===== src/rtl/imm_extend_unit.sv =====
// RV32I immediate generator: combinational sign/zero-extended immediate plus an
// optional registered copy with valid and illegal flags for pipelined consumers.
module imm_extend_unit #(
  parameter int XLEN       = 32,
  parameter bit REG_OUT_EN = 1'b1
) (
  input  logic            clk,
  input  logic            rst_n,
  input  logic [2:0]      imm_src,
  input  logic [31:0]     instruction,
  input  logic            in_valid,
  output logic [XLEN-1:0] imm,
  output logic            illegal,
  output logic [XLEN-1:0] imm_q,
  output logic            imm_vld_q,
  output logic            illegal_q
);

  logic s;
  assign s = instruction[31];

  // Format decode; reserved encoding (and anything unknown) yields zero + illegal.
  always_comb begin
    imm     = '0;
    illegal = 1'b0;
    case (imm_src)
      3'd0: imm = {{20{s}}, instruction[31:20]};
      3'd1: imm = {{20{s}}, instruction[31:25], instruction[11:7]};
      3'd2: imm = {{19{s}}, instruction[31], instruction[7],
                   instruction[30:25], instruction[11:8], 1'b0};
      3'd3: imm = {{11{s}}, instruction[31], instruction[19:12],
                   instruction[20], instruction[30:21], 1'b0};
      3'd4: imm = {instruction[31:12], 12'h000};
      3'd5: imm = {27'b0, instruction[19:15]};
      3'd6: imm = {27'b0, instruction[24:20]};
      default: begin
        imm     = '0;
        illegal = 1'b1;
      end
    endcase
  end

  generate
    if (REG_OUT_EN) begin : g_reg
      // imm_q only captures qualified instructions; the flags track every cycle.
      always_ff @(posedge clk or negedge rst_n) begin
        if (!rst_n) begin
          imm_q     <= '0;
          imm_vld_q <= 1'b0;
          illegal_q <= 1'b0;
        end else begin
          imm_vld_q <= in_valid;
          illegal_q <= illegal & in_valid;
          if (in_valid) begin
            imm_q <= imm;
          end
        end
      end
    end else begin : g_noreg
      assign imm_q     = '0;
      assign imm_vld_q = 1'b0;
      assign illegal_q = 1'b0;
    end
  endgenerate

endmodule


===== config.mk =====
export PLATFORM = sky130hd
export DESIGN_NAME = imm_extend_unit
export DESIGN_NICKNAME = d
export VERILOG_FILES = /design/src/rtl/imm_extend_unit.sv
export SDC_FILE = /design/constraint.sdc
export NUM_CORES = 1
export LEC_CHECK = 0
export CORE_MARGIN = 5
export CORE_UTILIZATION = 38
export CTS_CLUSTER_SIZE = 28
export DETAILED_ROUTE_END_ITERATION = 7
export PLACE_DENSITY = 0.8
export SYNTH_ARGS = -nofsm -noshare
export SYNTH_HDL_FRONTEND = slang
export SYNTH_SLANG_ARGS = --single-unit

===== constraint.sdc =====
create_clock -name clk -period 1.5 [get_ports clk]
set_clock_uncertainty 0.15 [all_clocks]
set_input_delay 0.3 -clock clk [delete_from_list [all_inputs] [get_ports clk]]
set_output_delay 0.3 -clock clk [all_outputs]
set_load 0.01 [all_outputs]

==> out/results.ini <==
[die]
dieArea_mm2 = 0.006309
core_area_mm2 = 0.004692
die_h_um = 79.43
rows = 25
start_util = 0.3904
dieWidth_um = 79.43
ios = 105

[timing]
max_freq_mhz = 555.1
slew_headroom = 0.7145
final-hold-violation-count = 0
timing.final.crit_share = 1.201
finalSetupViolations = 27
finalSetupTns_ns = -5.340
rsz0062_at_grt = true
tightest_slew_ns = 0.4283
setup_slack_ns = -0.3016
whs_ns = 0.2699
slew_violations = 0
period_minus_slack_ns = 1.802

[clock_tree]
cts-root-buf = clkbuf_8
cts.sink_count = 34
cts_tree = done
clockBufferDepth = 2
clk_latency_ns = 0.28
cts_buffers = 5
clk_pin_slew_ns = 0.07
htreeDepth = 2

[global_routing]
grt_max_degree = 20
antenna_found_initial = 0
grt_pass1_wl_um = 12030
grt_usage = 0.2461
grt_pass1_vias = 2378
grt_overflow = 0

[yosys]
yosys-top-cells-area = dfrtp_1 (46%), mux2_2 (12%), a31oi_1 (7.9%)
synth_nets = 211
synth.avg_cell_area_um2 = 10.59
ys_ff_latch = 34
synth_seq_area_share = 0.4645
netlist-cell-type-count = 25
synthTopCellsByCount = dfrtp_1 (34), a31oi_1 (23), mux2_2 (20)
yosysWarnings = 0
syn_area_mm2 = 0.001832
yosysTopAreaCell = dfrtp_1
synth_top_area_frac = 0.4645
yosysMostFrequentCell = dfrtp_1
synthArstFlopShare = 1.000
syn_inst = 173
synth_edf_count = 0
synth_ff_type = dfrtp_1

[cells_and_area]
n_antenna_cell = 0
synthToLayoutAreaGrowth_pct = 108.3
drive_gt1_frac = 0.5361
nets = 369
finalNonFillerCells = 386

[worst_setup_path]
critPathBufInv = 4
critical_path_class = in2out
arrival_ns = 1.35
end_kind = output port
crit_family = multiplexers
crit_required_ns = 1.05
path_cells = buf_12 > buf_4 > buf_6 > mux2_4 > mux2i_4 > nor2_2 > buf_2
crit_path_max_incr_delay_ns = 0.30
cpMaxStageDelayCell = mux2_4
regToRegSetupSlack_ns = 0.58
crit_path_start_kind = input pin
cp_max_fo = 5

[drt]
wl_per_cell_um = 20.34
drcViolationCount = 0
vias = 2119
drt_iter0_markers = 133
final_antenna_net_count = 0
viasPerCell = 5.490
wirelength_um = 7850
drt_pre_antenna_iters = 4

[pwr]
power.total_mw = 2.844
ir_drop_mv = 0.6067
power.leakage_nw = 1.979
p_per_area_mw_per_mm2 = 745.4

[placed_design]
dpl_worst_slack_ns = -1.099
dp_hpwl_um = 4606
place.port_buffers = 97
gp_congestion = 0.8194
place_inst = 340

[outcome]
outcome = finished, violations left
violations = setup timing

[job]
maxCapViolCount = 0

[hold_path]
worstHoldPathType = in2reg

[flip-flops by register name (all words and copies together), names as in the netlist]
register   count
illegal_q      1
imm_vld_q      1
imm_q         32
[layout by cell type, fill, tap and decap left out, types with 3 or more instances in the layout]
cell,n
nor2_1,9
buf_2,24
a21o_1,11
buf_4,35
a31oi_4,11
and3b_1,3
a31oi_2,3
nand2b_1,5
dlygate4sd2_1,39
mux2_2,18
nand2_1,11
clkdlybuf4s15_2,4
clkbuf_8,6
o221ai_1,3
dfrtp_1,34
buf_6,31
nor2b_4,7
dlymetal6s2s_1,9
buf_12,9
a31oi_1,9
mux2i_1,5
nor2b_2,3
clkdlybuf4s50_1,8
[layout make-up]
type,instances,area (µm²)
well taps,54,67.56
clock inverters,2,12.51
fillers,262,877.1
multi-input cells,123,1250
clock buffers,6,82.58
repair buffers,164,1536
flip-flops and latches,34,850.8
inverters,3,15.01
[metrics by stage]
| step | utilization | area [µm²] |
|---|---|---|
| 6_report | 0.8131 | 3815 |
| 5_1_grt | 0.8131 | 3815 |
| 4_1_cts | 0.7763 | 3642 |
| 3_5_place_dp | 0.6547 | 3072 |
| 3_3_place_gp | 0.6547 | 3072 |
| 2_1_floorplan | - | 1837 |
[power by group]
part	total (mW)	leakage (nW)	switching, mW	internal (mW)
Clock	0.712	0.0472	0.343	0.369
Sequential	1.06	0.424	0.0505	1.01
Combinational	1.07	1.51	0.495	0.575
[logic make-up (layout without fill, tap and decap cells)]
kind of cell / Yosys count / count (layout) / share of synthesized area
buf+inv: 16 / 175 / 0.03825
flops: 34 / 34 / 0.4645
xor+xnor: 1 / 1 / 0.008882
simple gates: 47 / 47 / 0.1455
compound gates: 46 / 46 / 0.1708
mux: 29 / 29 / 0.1721
[routing by layer]
layer | routed length [µm] | share of wire | track usage
met5 | 0 | 0 | 0
met4 | 177 | 0.023 | 0.08591
met3 | 592 | 0.075 | 0.08578
met2 | 4123 | 0.53 | 0.4316
met1 | 2956 | 0.38 | 0.2746
[repair_timing]
item                                    in CTS  in global routing
endpoints found under the setup margin      93                 32
hold buffers                                 1                  0
hold endpoints to repair                    15                  0
setup buffers                               35                  6
pin swaps                                   28                 15
gates cloned                                 1                  0
resized for setup                          261                 41
[path summary, 6_finish.rpt]
path                                            from                    end  depth (start not counted)
worst max-delay path                      imm_src[0]                imm[11]                          7
worst min-delay path                 instruction[26]  imm_q[26]$_DFFE_PN0P_                          3
worst max register to register  imm_q[9]$_DFFE_PN0P_   imm_q[9]$_DFFE_PN0P_                          1
worst min register to register  imm_q[7]$_DFFE_PN0P_   imm_q[7]$_DFFE_PN0P_                          1
max in group asynchronous                      rst_n  imm_q[26]$_DFFE_PN0P_                          3
min in group asynchronous                      rst_n  imm_q[13]$_DFFE_PN0P_                          2
Power figures use the tool's default switching activity.
